## src/rtl/cpu_pkg.sv

```systemverilog
// Shared types and defaults for the memory arbiter: FSM state encoding and
// the default abort timeout.
package cpu_pkg;

  typedef enum logic [1:0] {
    IDLE    = 2'd0,
    BUSY_IF = 2'd1,
    BUSY_LS = 2'd2
  } arb_state_e;

  localparam int unsigned MEM_ARB_TIMEOUT_DEFAULT = 16;

endpackage

```

## src/rtl/mem_arbiter.sv

```systemverilog
// Two-requester (fetch / load-store) arbiter onto one memory port with timeout abort.
// Build option MEM_ARB_RR_EN: round-robin tie break instead of fixed ls-over-if priority.
module mem_arbiter
  import cpu_pkg::*;
#(
  parameter int unsigned TIMEOUT = MEM_ARB_TIMEOUT_DEFAULT
) (
  input  logic        clk,
  input  logic        rst,
  input  logic        if_req,
  input  logic [31:0] if_addr,
  output logic        if_ready,
  output logic [31:0] if_rdata,
  output logic        if_err,
  input  logic        ls_req,
  input  logic        ls_we,
  input  logic [31:0] ls_addr,
  input  logic [31:0] ls_wdata,
  input  logic [3:0]  ls_be,
  output logic        ls_ready,
  output logic [31:0] ls_rdata,
  output logic        ls_err,
  output logic        mem_req,
  output logic        mem_we,
  output logic [31:0] mem_addr,
  output logic [31:0] mem_wdata,
  output logic [3:0]  mem_be,
  input  logic        mem_ready,
  input  logic [31:0] mem_rdata
);

  // Handshake: a requester raises req with its command and holds it until its
  // ready pulse; ready/err/rdata are valid only in that one pulse cycle. The
  // memory side sees mem_req held for the whole busy state and completes it by
  // a single-cycle mem_ready with mem_rdata valid in the same cycle.

  // Busy cycle whose count is this value, without mem_ready, is the last one.
  localparam logic [7:0] TERM_CNT = 8'(TIMEOUT - 2);

  arb_state_e state;
  arb_state_e state_next;
  logic [7:0] cnt;
  logic       busy;
  logic       grant_if;
  logic       grant_ls;
  logic       done_ok;
  logic       done_to;
  logic       finish;

`ifdef MEM_ARB_RR_EN
  logic rr_ls;

  always_ff @(posedge clk or posedge rst) begin
    if (rst) begin
      rr_ls <= 1'b1;
    end else if (grant_ls) begin
      rr_ls <= 1'b0;
    end else if (grant_if) begin
      rr_ls <= 1'b1;
    end
  end

  always_comb begin
    grant_if = 1'b0;
    grant_ls = 1'b0;
    if (state == IDLE) begin
      if (ls_req && if_req) begin
        grant_ls = rr_ls;
        grant_if = !rr_ls;
      end else begin
        grant_ls = ls_req;
        grant_if = if_req;
      end
    end
  end
`else
  always_comb begin
    grant_if = 1'b0;
    grant_ls = 1'b0;
    if (state == IDLE) begin
      grant_ls = ls_req;
      grant_if = if_req && !ls_req;
    end
  end
`endif

  assign busy    = (state != IDLE);
  assign done_ok = busy && mem_ready;
  // mem_ready on the terminal count wins over the abort.
  assign done_to = busy && !mem_ready && (cnt == TERM_CNT);
  assign finish  = done_ok || done_to;
  assign mem_req = busy;

  always_comb begin
    state_next = state;
    case (state)
      IDLE: begin
        if (grant_ls) begin
          state_next = BUSY_LS;
        end else if (grant_if) begin
          state_next = BUSY_IF;
        end
      end
      BUSY_IF, BUSY_LS: begin
        if (finish) begin
          state_next = IDLE;
        end
      end
      default: state_next = IDLE;
    endcase
  end

  always_ff @(posedge clk or posedge rst) begin
    if (rst) begin
      state <= IDLE;
    end else begin
      state <= state_next;
    end
  end

  always_ff @(posedge clk or posedge rst) begin
    if (rst) begin
      cnt <= 8'd0;
    end else if (grant_ls || grant_if) begin
      cnt <= 8'd0;
    end else if (busy && !mem_ready) begin
      cnt <= cnt + 8'd1;
    end
  end

  // Command is captured only on the grant edge and frozen for the busy state.
  always_ff @(posedge clk or posedge rst) begin
    if (rst) begin
      mem_we    <= 1'b0;
      mem_addr  <= 32'd0;
      mem_wdata <= 32'd0;
      mem_be    <= 4'd0;
    end else if (grant_ls) begin
      mem_we    <= ls_we;
      mem_addr  <= ls_addr;
      mem_wdata <= ls_wdata;
      mem_be    <= ls_be;
    end else if (grant_if) begin
      mem_we    <= 1'b0;
      mem_addr  <= if_addr;
      mem_wdata <= 32'd0;
      mem_be    <= 4'hF;
    end
  end

  always_ff @(posedge clk or posedge rst) begin
    if (rst) begin
      if_ready <= 1'b0;
      if_err   <= 1'b0;
      if_rdata <= 32'd0;
      ls_ready <= 1'b0;
      ls_err   <= 1'b0;
      ls_rdata <= 32'd0;
    end else begin
      if_ready <= (state == BUSY_IF) && finish;
      if_err   <= (state == BUSY_IF) && done_to;
      ls_ready <= (state == BUSY_LS) && finish;
      ls_err   <= (state == BUSY_LS) && done_to;
      if ((state == BUSY_IF) && finish) begin
        if_rdata <= done_ok ? mem_rdata : 32'd0;
      end
      // Stores and aborts return zero data.
      if ((state == BUSY_LS) && finish) begin
        ls_rdata <= (done_ok && !mem_we) ? mem_rdata : 32'd0;
      end
    end
  end

endmodule

```

## config.mk

```make
export PLATFORM = sky130hd
export DESIGN_NAME = mem_arbiter
export DESIGN_NICKNAME = d
export VERILOG_FILES = /design/src/rtl/cpu_pkg.sv /design/src/rtl/mem_arbiter.sv
export SDC_FILE = /design/constraint.sdc
export NUM_CORES = 1
export LEC_CHECK = 0
export ABC_AREA = 1
export BUFFER_PORTS_ARGS = -buffer_cell sky130_fd_sc_hd__buf_2
export CORE_ASPECT_RATIO = 0.9
export CORE_UTILIZATION = 47
export CTS_CLUSTER_SIZE = 14
export DETAILED_ROUTE_END_ITERATION = 10
export PLACE_DENSITY = 0.8
export SLEW_MARGIN = 5
export SYNTH_ARGS = -nofsm -noshare
export SYNTH_HDL_FRONTEND = slang
export SYNTH_SLANG_ARGS = --single-unit
```

## constraint.sdc

```tcl
create_clock -name clk -period 6.8 [get_ports clk]
set_input_delay 2.04 -clock clk [delete_from_list [all_inputs] [get_ports clk]]
set_output_delay 2.04 -clock clk [all_outputs]
set_load 0.005 [all_outputs]
```

==> impl_results.md <==
* # fillers at roughly 980
* End of the worst register-to-register path: ls_rdata[31]
* Post-CTS Resized at 0
* Worst Hold Launch: if_rdata[3]
* Post-Synthesis Cell Area at 0.00597 mm²
* H-Tree Level Count at 4
* Largest area contributor in the netlist: dfrtp_1
* Vias in the first global route at 5174
* Inserted Clock Buffers at 17
* Number of distinct library cells after synthesis at 23
* Boundary Pins at 276
* Maximum number of pins on one net before global-route repair at 91
* Part of the total power dissipated in sequential elements at 39.4%
* Cell breakdown of the critical path: buf_2, inv_1, nor2_2, buf_4, inv_1, nand2_1, nand2_2, nand2_1, o21ai_1
* Portion of the post-synthesis area used by sequential elements at 61.7%
* CTS Root Buffer Type: clkbuf_16
* Outcome: completed
* Delay-heaviest family, CP: simple AND/OR/NAND/NOR gates
* Core Util, Final at around 66%
* Switching power of the nets at about 0.0013 W
* Flop2flop setup slack at slightly above 4000 ps
* CP max stage cell: nand2_2
* Cell internal power dissipation at around 0.0024 W
* DIE AREA at 0.0131 mm²
* Row cnt at 38
* Aggregate negative setup slack at 0 ps
* Crit Path Category: input port to flip-flop
* Clock sink total at 147
* Cell depth of the worst flop-to-flop path at 9
* Number of port buffers at 275
* Pre-CTS setup slack at 2780 ps
* Die X at 121 µm
* Core ar. at 0.0122 mm²
* Register bit total from synthesis at approximately 150
* Synthesized area divided by synthesized cell count at 9.50 µm²
* Mapped Cells at 628
* DRC violation count after routing at 0
* Routed vias at 5455
* Synth warn at 0
* Total detailed-routing wirelength at ~17000 µm
* Arrival time reported for the critical path endpoint at 3910 ps
* Final cycle utilization of the critical path at a little over half
* First-pass GRT wire length at approximately 26000 µm
* Pre-Repair DR Iteration Count at 5
* Peak clock frequency supported by timing at 0.273 GHz
* TritonCTS clock tree: built
* First element of the critical path: mem_ready
* Gr ovfl total at 0
* Synth Net Count at slightly below 800
* Critical Path Fanout Max at 65
* Worst-case vdd ir drop at approximately 240 µV
* Total of max-cap violations at 0
* Delay of the slowest cell on the worst path at roughly 630 ps
* Worst skew pair latency at between 400 and 500 ps
* Total Routing Usage GR at 25.9%
* Worst flop-to-flop path startpoint: state[0]
* Slew HR at 24.6%
* Total power divided by cell area at 462 mW/mm²
* Launching element type of the critical path: input port
* Data required time of the critical path at 7050 ps
* Antenna violation net count after detailed routing at 0
* Antenna violations before repair at 2
* Final weighted congestion of routability-driven global placement at between 0.8 and 0.9
* Switching Fraction at 34.6%
* Final hold violation count at 0
* Unrepaired setup endpoints after global routing: false
* Vert. Die Dim at between 100 and 150 µm
* Reg clk slew, reported paths at around 60 ps
* Synth top area cells: dfrtp_1 (62%), nand2_1 (12%), a22o_1 (4.8%)
* Total Nets Final at 1030
* Share of total power in combinational logic at 33.7%
* Top cell type's share of synthesized area at about 62%
* Post-CTS setup buffers at 0
* Wire length per cell after detailed routing at 15.8 µm
* Proportion of layout cells with a drive suffix above 1 at 35.8%
* Worst min-delay path class: flip-flop to flip-flop
* HPWL reported at the end of detailed placement at 11600 µm
* End point of the most critical hold path: if_rdata[3]
* Buffers plus inverters on the worst setup path at 4
* Effective utilization at floorplan at roughly 49%
* Actual transition at the worst max-transition pin at 1130 ps
* Initial DRC count at 389
* Post-layout min period at 3660 ps
* LEAKAGE at 4.34 nW
* Routed vias/inst at 5.14
* PnR Total Power at around 0.0037 W
* Longest Clk Path Bufs at 2
* Max-slew violation count at 0
* Final setup fails at 0
* Clk network pwr share at 26.9%
* Layout Skew at 9.52 ps
* CP endpoint kind: flip-flop
* Hold-fix buffer count after cts at 0
* Hold depth at 2
* Layout overhead on the synthesized area at 34.9%
* Final WS setup at roughly 3100 ps
[power groups by stage]
stage / Sequential, W / Combinational [W] / Clock (W)
6_report: 0.00146 / 0.00125 / 0.000999
3_3_place_gp: 0.00146 / 0.00123 / 0
2_1_floorplan: 0.00149 / 0.000642 / 0
3_5_place_dp: 0.00147 / 0.00126 / 0
5_1_grt: 0.00151 / 0.00141 / 0.00106
4_1_cts: 0.00146 / 0.00127 / 0.00101
[cells by family (layout without fill, tap and decap cells)]
group           after synthesis  in the layout  synth area share, %
compound gates              143            143                 14.5
fa+ha+maj                     5              5                 1.05
buf+inv                      60            332                 4.53
flops                       147            147                 61.7
other cells                   0              2                    0
simple gates                273            273                 18.3
[layout by cell type, fill, tap and decap left out, types with 2 or more instances in the layout]
cell type / instances
a21oi_1: 4
a22o_1: 33
buf_2: 275
buf_4: 6
bufinv_16: 4
clkbuf_1: 2
clkbuf_16: 17
clkbuf_8: 2
clkinv_4: 4
dfrtp_1: 147
diode_2: 2
ha_1: 5
inv_1: 16
inv_2: 2
inv_6: 2
nand2_1: 182
nand2_2: 3
nand3_1: 40
nor2_1: 43
nor2_2: 3
o21ai_0: 52
o21ai_1: 48
o22a_1: 4
[stage by stage]
stage	hold slack [ps]	cell area, µm²	cells
5_1_grt	495	8050	1062
6_report	466	8050	1062
3_5_place_dp	453	7400	1028
2_1_floorplan	465	5970	628
3_3_place_gp	448	7400	1028
4_1_cts	469	8040	1060
[worst max-delay path by stage]
| stage | endpoint | cells past startpoint | slack [ps] |
|---|---|---|---|
| 2_1_floorplan | cnt[0] | 1 | 810 |
| 3_3_place_gp | ls_rdata[5] | 9 | 2910 |
| 3_5_place_dp | ls_rdata[29] | 9 | 2780 |
| 4_1_cts | ls_rdata[31] | 9 | 3170 |
| 5_1_grt | ls_rdata[31] | 9 | 2960 |
| 6_report | ls_rdata[31] | 9 | 3140 |
[Yosys cell counts, drive strengths merged]
cell / number
nor3: 1
inv: 19
ha: 5
nand3: 40
a22o: 33
nor3b: 1
o21ai: 101
nand2: 185
buf: 20
dfrtp: 147
a31o: 1
clkbuf: 21
a21oi: 4
nor2: 46
o22a: 4
[worst reg2reg max path: cells and delay by family (launching register included)]
kind                       cells  cell delay (ps)
and+or+nand+nor                4             1200
DFF                            1              370
buffers and inverters          3              550
adders and majority gates      1              310
AOI/OAI and AO/OA              1              110
[final cells by class]
class / instances / area, µm² / area share (%)
clock buffers: 21 / 460 / 5.72
diodes: 2 / 5.00 / 0.0622
clock inverters: 11 / 176 / 2.19
well taps: 160 / 200 / 2.49
inverters: 19 / 76.3 / 0.949
repair buffers: 281 / 1420 / 17.7
multi-input cells: 421 / 2030 / 25.2
flip-flops and latches: 147 / 3680 / 45.7
[registers in the layout (all words and copies together), names as in the netlist]
name	count
if_rdata	32
ls_rdata	32
mem_addr	32
mem_wdata	32
cnt	8
mem_be	4
state	2
if_err	1
if_ready	1
ls_err	1
ls_ready	1
mem_we	1
[metal layers]
metal  up-vias  global-route usage [%]  share of wire, %
met2       266                    43.7                50
met3        23                    8.00               7.9
li1       2611                       -                 -
met4         0                    10.2               2.3
met5         -                       0                 0
met1      2555                    31.1                40
Note: power is estimated with default switching activity, not from simulation.
